===== config.mk =====
export PLATFORM = sky130hd
export DESIGN_NAME = pc_redirect_unit_flat
export DESIGN_NICKNAME = d
export VERILOG_FILES = /design/src/rtl/pc_redirect_pkg.sv /design/src/rtl/pc_redirect_unit_if.sv /design/src/rtl/pc_redirect_unit_pc_reg.sv /design/src/rtl/pc_redirect_unit.sv /design/src/flat_wrapper.sv
export SDC_FILE = /design/constraint.sdc
export NUM_CORES = 1
export LEC_CHECK = 0
export ABC_AREA = 1
export BUFFER_PORTS_ARGS = -buffer_cell sky130_fd_sc_hd__buf_2
export CAP_MARGIN = 20
export CORE_UTILIZATION = 54
export DETAILED_ROUTE_END_ITERATION = 6
export HOLD_SLACK_MARGIN = 0.15
export PLACE_DENSITY = 0.79
export SLEW_MARGIN = 10
export SYNTH_ARGS = -nofsm -noshare
export SYNTH_HDL_FRONTEND = slang
export SYNTH_SLANG_ARGS = --single-unit

===== constraint.sdc =====
create_clock -name clk -period 1.9 [get_ports clk]
set_input_delay 0.19 -clock clk [delete_from_list [all_inputs] [get_ports clk]]
set_output_delay 0.19 -clock clk [all_outputs]
set_load 0.03 [all_outputs]

===== src/rtl/pc_redirect_pkg.sv =====
// pc_redirect_pkg: shared types and constants for the PC redirect unit
package pc_redirect_pkg;
  typedef enum logic [1:0] {RUN, FLUSH, HALT} redirect_state_t;
  typedef logic [2:0] flush_cnt_t;
  localparam int PC_INC = 4;
endpackage


===== src/rtl/pc_redirect_unit_if.sv =====
// pc_redirect_unit_if: fetch-redirect bus; taken_cnt/flush_cyc exist only with PC_REDIRECT_STATS_EN
interface pc_redirect_unit_if #(parameter int PC_W = 32);
  logic stall, JmpSel, halt, resume;
  logic [PC_W-1:0] jmp_target, pc, pc_plus4;
  logic flush, fetch_valid, halted;
`ifdef PC_REDIRECT_STATS_EN
  logic [15:0] taken_cnt, flush_cyc;
  modport master (output stall, JmpSel, jmp_target, halt, resume,
                  input pc, pc_plus4, flush, fetch_valid, halted, taken_cnt, flush_cyc);
  modport slave (input stall, JmpSel, jmp_target, halt, resume,
                 output pc, pc_plus4, flush, fetch_valid, halted, taken_cnt, flush_cyc);
`else
  modport master (output stall, JmpSel, jmp_target, halt, resume,
                  input pc, pc_plus4, flush, fetch_valid, halted);
  modport slave (input stall, JmpSel, jmp_target, halt, resume,
                 output pc, pc_plus4, flush, fetch_valid, halted);
`endif
endinterface


===== src/rtl/pc_redirect_unit_pc_reg.sv =====
// pc_reg: program counter register with load/increment/hold muxing
module pc_reg import pc_redirect_pkg::*; #(
  parameter int PC_W = 32,
  parameter logic [PC_W-1:0] RESET_PC = '0
) (
  input  logic            clk,
  input  logic            rst,
  input  logic            load,
  input  logic            inc,
  input  logic [PC_W-1:0] din,
  output logic [PC_W-1:0] pc,
  output logic [PC_W-1:0] pc_plus4
);
  assign pc_plus4 = pc + PC_W'(PC_INC);
  always_ff @(posedge clk)
    if (rst) pc <= RESET_PC;
    else if (load) pc <= din;
    else if (inc) pc <= pc_plus4;
endmodule


===== src/rtl/pc_redirect_unit.sv =====
// pc_redirect_unit: owns the PC, redirects on taken jumps and squashes wrong-path slots.
// Optional PC_REDIRECT_STATS_EN adds saturating taken_cnt/flush_cyc counters.
module pc_redirect_unit import pc_redirect_pkg::*; #(
  parameter int PC_W = 32,
  parameter logic [PC_W-1:0] RESET_PC = '0,
  parameter int FLUSH_STAGES = 2
) (
  input logic clk,
  input logic rst,
  pc_redirect_unit_if.slave bus
);
  localparam flush_cnt_t FS = flush_cnt_t'(FLUSH_STAGES);
  redirect_state_t state, state_n;
  flush_cnt_t cnt, cnt_n;
  logic pend, pend_n, active, redirect, inc, flush;
  logic [PC_W-1:0] pend_tgt, pend_tgt_n, tgt, pc, pc_plus4;
  assign active = state != HALT;
  // A live JmpSel is newer than any pending target, so it wins
  assign redirect = active && !bus.stall && (bus.JmpSel || pend);
  assign tgt = bus.JmpSel ? bus.jmp_target : pend_tgt;
  assign inc = active && !bus.stall && !redirect;
  assign flush = state == FLUSH && cnt != '0;
  always_comb begin
    state_n = state;
    cnt_n = cnt;
    pend_n = pend;
    pend_tgt_n = pend_tgt;
    if (state == HALT) state_n = bus.resume ? RUN : HALT;
    else if (bus.stall) begin
      if (bus.JmpSel) begin
        pend_n = 1'b1;
        pend_tgt_n = bus.jmp_target;
      end
    end else if (redirect) begin
      state_n = FLUSH;
      cnt_n = FS;
      pend_n = 1'b0;
    end else if (bus.halt) begin
      state_n = HALT;
      cnt_n = '0;
    end else if (state == FLUSH) begin
      cnt_n = cnt - 1'b1;
      state_n = cnt == 3'd1 ? RUN : FLUSH;
    end
  end
  always_ff @(posedge clk)
    if (rst) begin
      state <= RUN;
      cnt <= '0;
      pend <= 1'b0;
      pend_tgt <= '0;
    end else begin
      state <= state_n;
      cnt <= cnt_n;
      pend <= pend_n;
      pend_tgt <= pend_tgt_n;
    end
  pc_reg #(.PC_W(PC_W), .RESET_PC(RESET_PC)) u_pc_reg (
    .clk(clk), .rst(rst), .load(redirect), .inc(inc), .din(tgt), .pc(pc), .pc_plus4(pc_plus4)
  );
  assign bus.pc = pc;
  assign bus.pc_plus4 = pc_plus4;
  assign bus.flush = flush;
  assign bus.fetch_valid = !rst && active;
  assign bus.halted = state == HALT;
`ifdef PC_REDIRECT_STATS_EN
  logic [15:0] taken_cnt, flush_cyc;
  always_ff @(posedge clk)
    if (rst) begin
      taken_cnt <= '0;
      flush_cyc <= '0;
    end else begin
      if (redirect && !(&taken_cnt)) taken_cnt <= taken_cnt + 16'd1;
      if (flush && !(&flush_cyc)) flush_cyc <= flush_cyc + 16'd1;
    end
  assign bus.taken_cnt = taken_cnt;
  assign bus.flush_cyc = flush_cyc;
`endif
endmodule


===== src/flat_wrapper.sv =====
// flat-port wrapper written by rule: the top's interface ports become plain ports
module pc_redirect_unit_flat import pc_redirect_pkg::*;
#(
  parameter int PC_W = 32,
  parameter logic [PC_W-1:0] RESET_PC = '0,
  parameter int FLUSH_STAGES = 2
)
  (clk, rst, bus_stall, bus_JmpSel, bus_jmp_target, bus_halt, bus_resume, bus_pc, bus_pc_plus4, bus_flush, bus_fetch_valid, bus_halted);
  pc_redirect_unit_if #(.PC_W(PC_W)) bus_i ();
  input logic clk;
  input logic rst;
  input wire logic [$bits(bus_i.stall)-1:0] bus_stall;
  input wire logic [$bits(bus_i.JmpSel)-1:0] bus_JmpSel;
  input wire logic [$bits(bus_i.jmp_target)-1:0] bus_jmp_target;
  input wire logic [$bits(bus_i.halt)-1:0] bus_halt;
  input wire logic [$bits(bus_i.resume)-1:0] bus_resume;
  output wire logic [$bits(bus_i.pc)-1:0] bus_pc;
  output wire logic [$bits(bus_i.pc_plus4)-1:0] bus_pc_plus4;
  output wire logic [$bits(bus_i.flush)-1:0] bus_flush;
  output wire logic [$bits(bus_i.fetch_valid)-1:0] bus_fetch_valid;
  output wire logic [$bits(bus_i.halted)-1:0] bus_halted;
  assign bus_i.stall = bus_stall;
  assign bus_i.JmpSel = bus_JmpSel;
  assign bus_i.jmp_target = bus_jmp_target;
  assign bus_i.halt = bus_halt;
  assign bus_i.resume = bus_resume;
  assign bus_pc = bus_i.pc;
  assign bus_pc_plus4 = bus_i.pc_plus4;
  assign bus_flush = bus_i.flush;
  assign bus_fetch_valid = bus_i.fetch_valid;
  assign bus_halted = bus_i.halted;
  pc_redirect_unit #(.PC_W(PC_W), .RESET_PC(RESET_PC), .FLUSH_STAGES(FLUSH_STAGES)) u_core (.clk(clk), .rst(rst), .bus(bus_i));
endmodule

Word-level counts from Yosys, hierarchy flattened
Cells that the tools add are included.

$add $sub $neg: 2. Eq/ne operators: 6. Multiplexer cells: 16. Bitwise logic cells: 2. Reductions and logical operators: 18.

Operator list (number): 2-to-1 mux 32 bit (3); adder 32 x 3 -> 32 bit, second input constant (1); 2-to-1 mux 2 bit (6); 2-to-1 mux 3 bit (3); AND reduction 3 bit (2); nonzero test 3 bit (2); logical AND 1 bit (5); 2-to-1 mux 1 bit (4); != test 2 x 1 -> 1 bit, second input constant (2); AND reduction 2 bit (2); nonzero test 2 bit (2); nonzero test 4 bit (1); equality test 3 x 1 -> 1 bit, second input constant (1); logical NOT 1 bit (3); subtractor 3 x 1 -> 3 bit, second input constant (1); equality test 2 x 1 -> 1 bit, second input constant (1); equality test 2 bit, second input constant (1); != test 2 bit, second input constant (1); inverter 1 bit (2); logical OR 1 bit (1).

Register bits after elaboration: 70. Bits of input ports: 38.

Longest topological paths before layout
Gate-level depths: netlist of run 1.

Depth after elaboration: 7. Gate-level depth with buffers: 10. Mapped depth without buffers: 10.

Modules after synthesis
Synthesis of run 1 repeated with hierarchy kept, for this count alone.

Cell total of the unflattened synthesis: 605. Area total of the unflattened synthesis: 4156.5 µm².

By module, submodules not included: pc_reg (instances 1, cells an instance 329, area an instance 2198.4 µm²); pc_redirect_unit (instances 1, cells an instance 276, area an instance 1958.1 µm²).

Least setup slack after synthesis of run 1
Ideal clock, no wire load.

Kind: reg-to-reg. From: register u_core.u_pc_reg.pc[2]. To: register u_core.u_pc_reg.pc[7]. Setup time: 0.060 ns. Arrival: 1.933 ns. Data required time: 1.840 ns. Path slack: -0.094 ns. Stages on the path, launching flop included: 7. Buffers on the path: 0. Period minus slack after synthesis: 1.994 ns. Cell sequence: dfxtp_1 -> inv_1 -> nor2_8 -> nand2_4 -> xnor2_1 -> o21ai_0 -> nand2_1.

Word-level cells in the longest chain between the ends: 3.

RTL lines: start, declared (line pc_redirect_unit_pc_reg.sv:11) `output logic [PC_W-1:0] pc,`; start signal, assigned (line pc_redirect_unit_pc_reg.sv:17) `else if (load) pc <= din;`; start signal, assigned (line pc_redirect_unit_pc_reg.sv:18) `else if (inc) pc <= pc_plus4;`; adder 32 x 3 -> 32 bit (line pc_redirect_unit_pc_reg.sv:14) `assign pc_plus4 = pc + PC_W'(PC_INC);`; named net bus_pc_plus4[7] (line flat_wrapper.sv:18) `output wire logic [$bits(bus_i.pc_plus4)-1:0] bus_pc_plus4;`; 2-to-1 mux 32 bit (line pc_redirect_unit_pc_reg.sv:18); 2-to-1 mux 32 bit (line pc_redirect_unit_pc_reg.sv:17).

The timed path passes the listed nets, and every way through them passes these cells. The select of a mux whose other input is x is not followed. A chain may end at the register's enable or synchronous reset.

Final worst setup path of run 1
From: register u_core.u_pc_reg.pc[2]. To: output port bus_pc_plus4[26].

Word-level cells in the longest chain between the ends: 1.

RTL lines (line): adder 32 x 3 -> 32 bit (pc_redirect_unit_pc_reg.sv:14); end, declared (flat_wrapper.sv:18).

No other way between the ends.

==> flow_summary_export.csv, run 1 <==
group,metric,value,unit
run_status,status,"completed",
synth,synth_top_family_by_area,"simple AND/OR/NAND/NOR gates",
cts,cts_buffer_depth,2,
grt,grt_max_degree,65,
synth,synth-edff-count,0,
synth,postSynth.topFlopCell,"dfxtp_1",
worst_setup_path,worst_setup_path_start_kind,"flop",
cts,clk_latency,0.36,ns
finish,antenna-diode-count,0,
synth,yosysWarningCount,0,
timing,fin_hold_ws,0.179,ns
timing,period_share,99.3,%
worst_setup_path,cpPeakStageDelay,0.37,ns
placement,post-place-ws,0.214,ns
worst_hold_path,worst_hold_path_type,"input pin to flop",
synth,synthesis.area_per_instance,6.43,um^2
synth,synth_xor_area_share,1.66,%
finish,multi_input_area,0.00262,mm^2
synth,post_synth_inst_count,656,
floorplan,initial_utilization,57.0,%
job,max_cap_viols,0,
placement,placement.cell_area,0.00488,mm^2
synth,synth_simple_gate_area_share,37.3,%
pwr,total_power_per_unit_cell_area,750,mW/mm^2
worst_setup_path,timing.reg2reg.setup_slack,0.20,ns
worst_setup_path,worst_path_most_repeated_cell,"nand2_1",
synth,syn-num-nets,698,
pwr,max_ir_drop_vdd,0.471,mV
worst_setup_path,sequence_of_cells_on_the_critical_path,"ha_4 -> nand2_4 -> nor2_8 -> nand2_4 -> nor2_4 -> nand2_1 -> nand2_1 -> nand2_1 -> buf_6",
timing,max_clock_freq,0.530,GHz
floorplan,top_level_ports,105,
finish,finish.net_count,808,
worst_setup_path,critical_r2r_capture,"u_core.u_pc_reg.pc[25]",
route,initial_drc_count,261,
worst_hold_path,holdPathEnd,"u_core.u_pc_reg.pc[7]",
synth,synthDistinctLibCells,30,
finish,share_of_cells_above_drive_strength_1,30.0,%
worst_setup_path,critical_path_arrival,1.70,ns
pwr,power.static_leakage,2.71,nW
grt,global_route.overflow_total,0,
placement,gp_congestion,0.929,
route,ant_nets,0,
synth,synth.cell_area,0.00422,mm^2
grt,via_count_of_the_first_global_routing_pass,4123,
finish,final_design_area_no_fill,0.00546,mm^2
synth,synth_compound_gate_area_share,13.5,%
route,ratio_of_routed_vias_to_standard_cells,5.23,
synth,synth_adder_area_share,1.19,%
worst_hold_path,hold_path_depth,4,
synth,ys_seq_area_share,33.2,%
worst_setup_path,crit_fanout,5,
floorplan,die_y_extent,90.4,um
worst_setup_path,cp_max_stage_cell,"dfxtp_4",
floorplan,dieWidth,90.4,um
cts,cts_tree,"done",
timing,fin_ws,0.0140,ns
cts,numClockSinks,70,
worst_setup_path,crit_path_kind,"flop to output port",
worst_setup_path,worst_setup_path_end_kind,"output port",
finish,area_growth_syn_to_layout,29.3,%
timing,final.min_clock_period,1.89,ns
finish,final_layout_fill_cell_count,581,
timing,slew-limit-headroom,74.4,%
route,drc,0,
timing,timing_worst_slew_pin_value,0.385,ns
worst_setup_path,worstReg2RegStart,"u_core.state[0]",
finish,finish.cell_count_without_fillers,870,
placement,place_hpwl,8.98,mm
worst_hold_path,worst_min_delay_path_startpoint,"rst",
route,first_pass_iteration_count_of_the_detailed_router,5,
cts,clockRootBuffer,"clkbuf_8",
floorplan,core_area,0.00741,mm^2
timing,report.final.hold_viol_count,0,
synth,async_reset_ff_share,0,%
synth,synth_seq_cells,70,
timing,maxSlewViolCount,0,
route,wirelength,12.2,mm
grt,grt_first_pass_wirelength,19.9,mm
worst_setup_path,critPathRequiredTime,1.71,ns
timing,rsz0062_at_grt,"yes",
timing,final.setup_skew,0.0133,ns
route,route.vias.total,4550,
cts,register_clock_pin_slew_on_the_reported_worst_setup_and_hold_paths,0.07,ns
cts,h_tree_level_count,3,
cts,cts_made_buffers,9,
timing,final-setup-viol-count,0,
worst_setup_path,worstRegToRegCells,7,
placement,dp_cells,845,
floorplan,placement_rows,31,
grt,grt_antenna_before_repair,0,
synth,synthMuxAreaShare,4.27,%
placement,port_buffers,104,
floorplan,floorplan.die_area,0.00817,mm^2
finish,sequential_cell_area,0.00145,mm^2
route,wire_per_inst,14.0,um
grt,groute.usage.overall,30.5,%
-- what timing repair did --
| action | in CTS | in global routing |
|---|---|---|
| setup endpoints to repair | 24 | 26 |
| setup buffers | 6 | 2 |
| hold endpoints to repair | 1 | 0 |
| hold buffers | 1 | 0 |
| pin swaps | 8 | 11 |
| resized for setup | 53 | 51 |
-- where the power goes --
group	internal [mW]	switching (mW)
clock network	0.811	0.605
registers	1.57	0.100
logic	0.341	0.662
-- logic make-up (layout without fill, tap and decap cells) --
kind of cell,count (synthesis),count (layout)
DFF,70,70
buffers and inverters,88,203
adders and majority gates,4,4
muxes,18,18
AOI/OAI and AO/OA,111,111
xor gates and xnor gates,8,8
and+or+nand+nor,357,357
-- area by class of cell --
class                           instances  share of cell area [%]
Clock inverter                          5                    1.49
Inverter                               60                    4.13
Multi-Input combinational cell        498                    47.9
Clock buffer                           11                    2.77
Sequential cell                        70                    26.6
Timing Repair Buffer                  127                    14.8
Tap cell                               99                    2.27
-- critical path: cells and delay by family, from the launching register on --
kind	cells	cell delay, ns
simple gates	7	0.70
flops	1	0.37
fa+ha+maj	1	0.14
buf+inv	1	0.14
-- per-stage QoR --
| step | TNS (ns) | total power [mW] | util (%) |
|---|---|---|---|
| 6_report | 0 | 4.09 | 73.7 |
| 5_1_grt | -0.811 | 4.26 | 73.7 |
| 4_1_cts | -0.0162 | 4.07 | 71.6 |
| 3_5_place_dp | 0 | 2.64 | 65.8 |
| 3_3_place_gp | 0 | 2.62 | 65.8 |
| 2_1_floorplan | 0 | 2.36 | - |
-- worst max path at each step --
stage,cells after the start,end,slack (ns),from
after floorplan,6,u_core.u_pc_reg.pc[6],0.03,u_core.u_pc_reg.pc[3]
after global placement,7,bus_pc_plus4[17],0.22,u_core.u_pc_reg.pc[16]
after detailed placement,7,bus_pc_plus4[17],0.21,u_core.u_pc_reg.pc[16]
after CTS,9,bus_pc_plus4[30],-0.02,u_core.u_pc_reg.pc[2]
after global routing,7,bus_pc_plus4[19],-0.14,u_core.u_pc_reg.pc[2]
final,9,bus_pc_plus4[26],0.01,u_core.u_pc_reg.pc[2]
-- metal layers --
metal,wire length (um),vias to the layer above,track usage (%)
met5,0,-,0
met4,245,0,10.5
met3,884,27,6.23
met2,5620,181,47.3
met1,5410,2041,42.0
li1,-,2301,-
-- synth_stat cells (5+ instances only) --
master / number / area [um^2]
nand3_1: 31 / 155
clkbuf_1: 6 / 22.5
nor2_1: 96 / 360
buf_2: 16 / 80.1
nand2_1: 199 / 747
a21oi_1: 60 / 300
o21ai_1: 23 / 115
nor2_4: 7 / 78.8
nand2_2: 7 / 43.8
o21ai_0: 22 / 110
inv_1: 56 / 210
dfxtp_1: 70 / 1400
xor2_1: 5 / 43.8
mux2i_1: 18 / 180
nor2_2: 5 / 31.3
buf_4: 6 / 45.0
-- placed cells by master, fill, tap and decap left out, types with 3 or more instances in the layout --
| cell | count |
|---|---|
| nor2_4 | 12 |
| dfxtp_4 | 9 |
| nor2_1 | 83 |
| dfxtp_2 | 14 |
| inv_2 | 4 |
| mux2i_1 | 18 |
| nor2_2 | 13 |
| o21ai_0 | 22 |
| o21ai_1 | 20 |
| buf_2 | 84 |
| nand3_1 | 31 |
| o21ai_2 | 5 |
| dfxtp_1 | 47 |
| buf_6 | 10 |
| inv_1 | 56 |
| clkbuf_8 | 11 |
| buf_4 | 29 |
| nand2_4 | 5 |
| a21oi_1 | 60 |
| xor2_2 | 3 |
| nand2_1 | 188 |
| ha_1 | 3 |
| nor2_8 | 4 |
| nand2_2 | 15 |
(Power assumes the default switching activity.)
==> run 2, diff against run 1 <==
--- a/config.mk
+++ b/config.mk
@@ -12,6 +12,7 @@
 export DETAILED_ROUTE_END_ITERATION = 6
 export HOLD_SLACK_MARGIN = 0.15
 export PLACE_DENSITY = 0.79
+export REMOVE_ABC_BUFFERS = 1
 export SLEW_MARGIN = 10
 export SYNTH_ARGS = -nofsm -noshare
 export SYNTH_HDL_FRONTEND = slang
==> run 2 against run 1 <==
Compared with the run above: sequential cell count did not move; count of clock-buffer cells in the layout rose by 1; hold slack better by 0.017 ns; non-clock buffer count increased by 2; register-to-register slack better by 0.02 ns; global-route usage down 1.0 points; highest routed layer unchanged; sequential share of layout area rose by 0.76 points; fmax is 0.10% lower; sequential power is essentially flat; clock power fell by 18%; cell area is 1.7% lower.
==> flow_summary_export.csv, run 2 (synthesized netlist as in run 1, its figures left out) <==
group,metric,value,unit
run_status,status,"completed",
floorplan,top_level_ports,105,
floorplan,placement_rows,31,
placement,post-place-ws,0.207,ns
finish,share_of_cells_above_drive_strength_1,29.9,%
floorplan,core_area,0.00741,mm^2
timing,report.final.hold_viol_count,0,
cts,cts_tree,"done",
pwr,max_ir_drop_vdd,0.522,mV
grt,via_count_of_the_first_global_routing_pass,4203,
worst_setup_path,worst_setup_path_end_kind,"output port",
finish,sequential_cell_area,0.00147,mm^2
placement,port_buffers,104,
timing,period_share,99.4,%
worst_setup_path,crit_path_kind,"flop to output port",
grt,grt_antenna_before_repair,0,
timing,slew-limit-headroom,72.9,%
cts,h_tree_level_count,3,
timing,fin_hold_ws,0.196,ns
finish,area_growth_syn_to_layout,27.2,%
timing,timing_worst_slew_pin_value,0.406,ns
timing,maxSlewViolCount,0,
worst_setup_path,critical_path_arrival,1.70,ns
worst_setup_path,worst_setup_path_start_kind,"flop",
timing,max_clock_freq,0.530,GHz
cts,cts_buffer_depth,2,
timing,final.setup_skew,0.00512,ns
floorplan,initial_utilization,57.0,%
timing,rsz0062_at_grt,"yes",
placement,gp_congestion,0.913,
route,route.vias.total,4588,
finish,final_layout_fill_cell_count,649,
floorplan,floorplan.die_area,0.00817,mm^2
finish,antenna-diode-count,0,
floorplan,dieWidth,90.4,um
route,first_pass_iteration_count_of_the_detailed_router,5,
job,max_cap_viols,0,
route,ratio_of_routed_vias_to_standard_cells,5.26,
grt,grt_max_degree,65,
worst_setup_path,crit_fanout,5,
cts,register_clock_pin_slew_on_the_reported_worst_setup_and_hold_paths,0.07,ns
cts,numClockSinks,70,
placement,dp_cells,846,
route,wire_per_inst,13.9,um
grt,global_route.overflow_total,0,
finish,leading_cell_type_in_the_layout_fill_and_taps_excluded,"nand2_1",
finish,utilization,72.4,%
worst_hold_path,worst_hold_path_type,"input pin to flop",
cts,clockRootBuffer,"clkbuf_8",
placement,place_hpwl,9.00,mm
timing,fin_ws,0.0121,ns
route,ant_nets,0,
pwr,total_power_per_unit_cell_area,711,mW/mm^2
cts,clk_latency,0.34,ns
grt,groute.usage.overall,29.5,%
worst_setup_path,critPathRequiredTime,1.71,ns
grt,grt_first_pass_wirelength,19.6,mm
finish,finish.net_count,810,
timing,final.min_clock_period,1.89,ns
route,initial_drc_count,248,
floorplan,die_y_extent,90.4,um
finish,multi_input_area,0.00259,mm^2
cts,cts_made_buffers,9,
timing,final-setup-viol-count,0,
route,wirelength,12.1,mm
pwr,power.total,3.82,mW
finish,mostFrequentLayoutCells,"nand2_1 (183), buf_2 (88), nor2_1 (83), a21oi_1 (60), inv_1 (55)",
route,drc,0,
finish,finish.cell_count_without_fillers,872,
pwr,power.static_leakage,2.67,nW
-- run 2: critical path, cell delays in order (launching register included) --
cell,delay (ns)
dfxtp_4,0.39
ha_4,0.15
nand2_4,0.06
nor2_8,0.15
nand2_4,0.11
nor2_4,0.16
nand2_2,0.07
nand2_2,0.08
nand2_2,0.06
buf_6,0.13
-- run 2: report_power, final --
group	leakage (nW)	internal, mW	switching (mW)	total, mW
logic	1.99	0.330	0.649	0.979
clock network	0.0904	0.604	0.560	1.16
registers	0.588	1.57	0.105	1.67
-- run 2: path summary, 6_finish.rpt --
check | start | to | slack (ns) | cells after the start
worst max-delay path | u_core.u_pc_reg.pc[3] | bus_pc_plus4[30] | 0.01 | 9
worst min-delay path | bus_halt | u_core.cnt[2] | 0.20 | 4
worst max register to register | u_core.state[0] | u_core.u_pc_reg.pc[18] | 0.22 | 7
worst min register to register | u_core.pend_tgt[29] | u_core.pend_tgt[29] | 0.45 | 2
-- run 2: metrics by stage --
step	TNS, ns	cell area [um^2]
global route	-0.386	5370
global placement	0	4840
detailed placement	0	4840
CTS	-0.00175	5120
finish	0	5370
floorplan	-0.229	4070
-- run 2: timing repair --
action | CTS | global route
gates resized for setup | 35 | 74
endpoints found under the setup margin | 23 | 23
endpoints found under the hold margin | 1 | 0
pin swaps | 3 | 20
hold buffers | 1 | 0
setup buffers | 1 | 8
-- run 2: cell type report --
type	count	area share, %
Inverter	60	4.20
Multi-Input combinational cell	498	48.2
Clock inverter	4	0.886
Clock buffer	12	2.52
Sequential cell	70	27.4
Timing Repair Buffer	129	14.5
Tap cell	99	2.31
-- run 2: layer usage --
metal	track usage, %	share of wire (%)	vias to the layer above
li1	-	-	2302
met1	38.2	45	2117
met2	50.6	48	148
met3	4.46	4.9	21
met4	8.33	1.7	0
met5	0	0	-
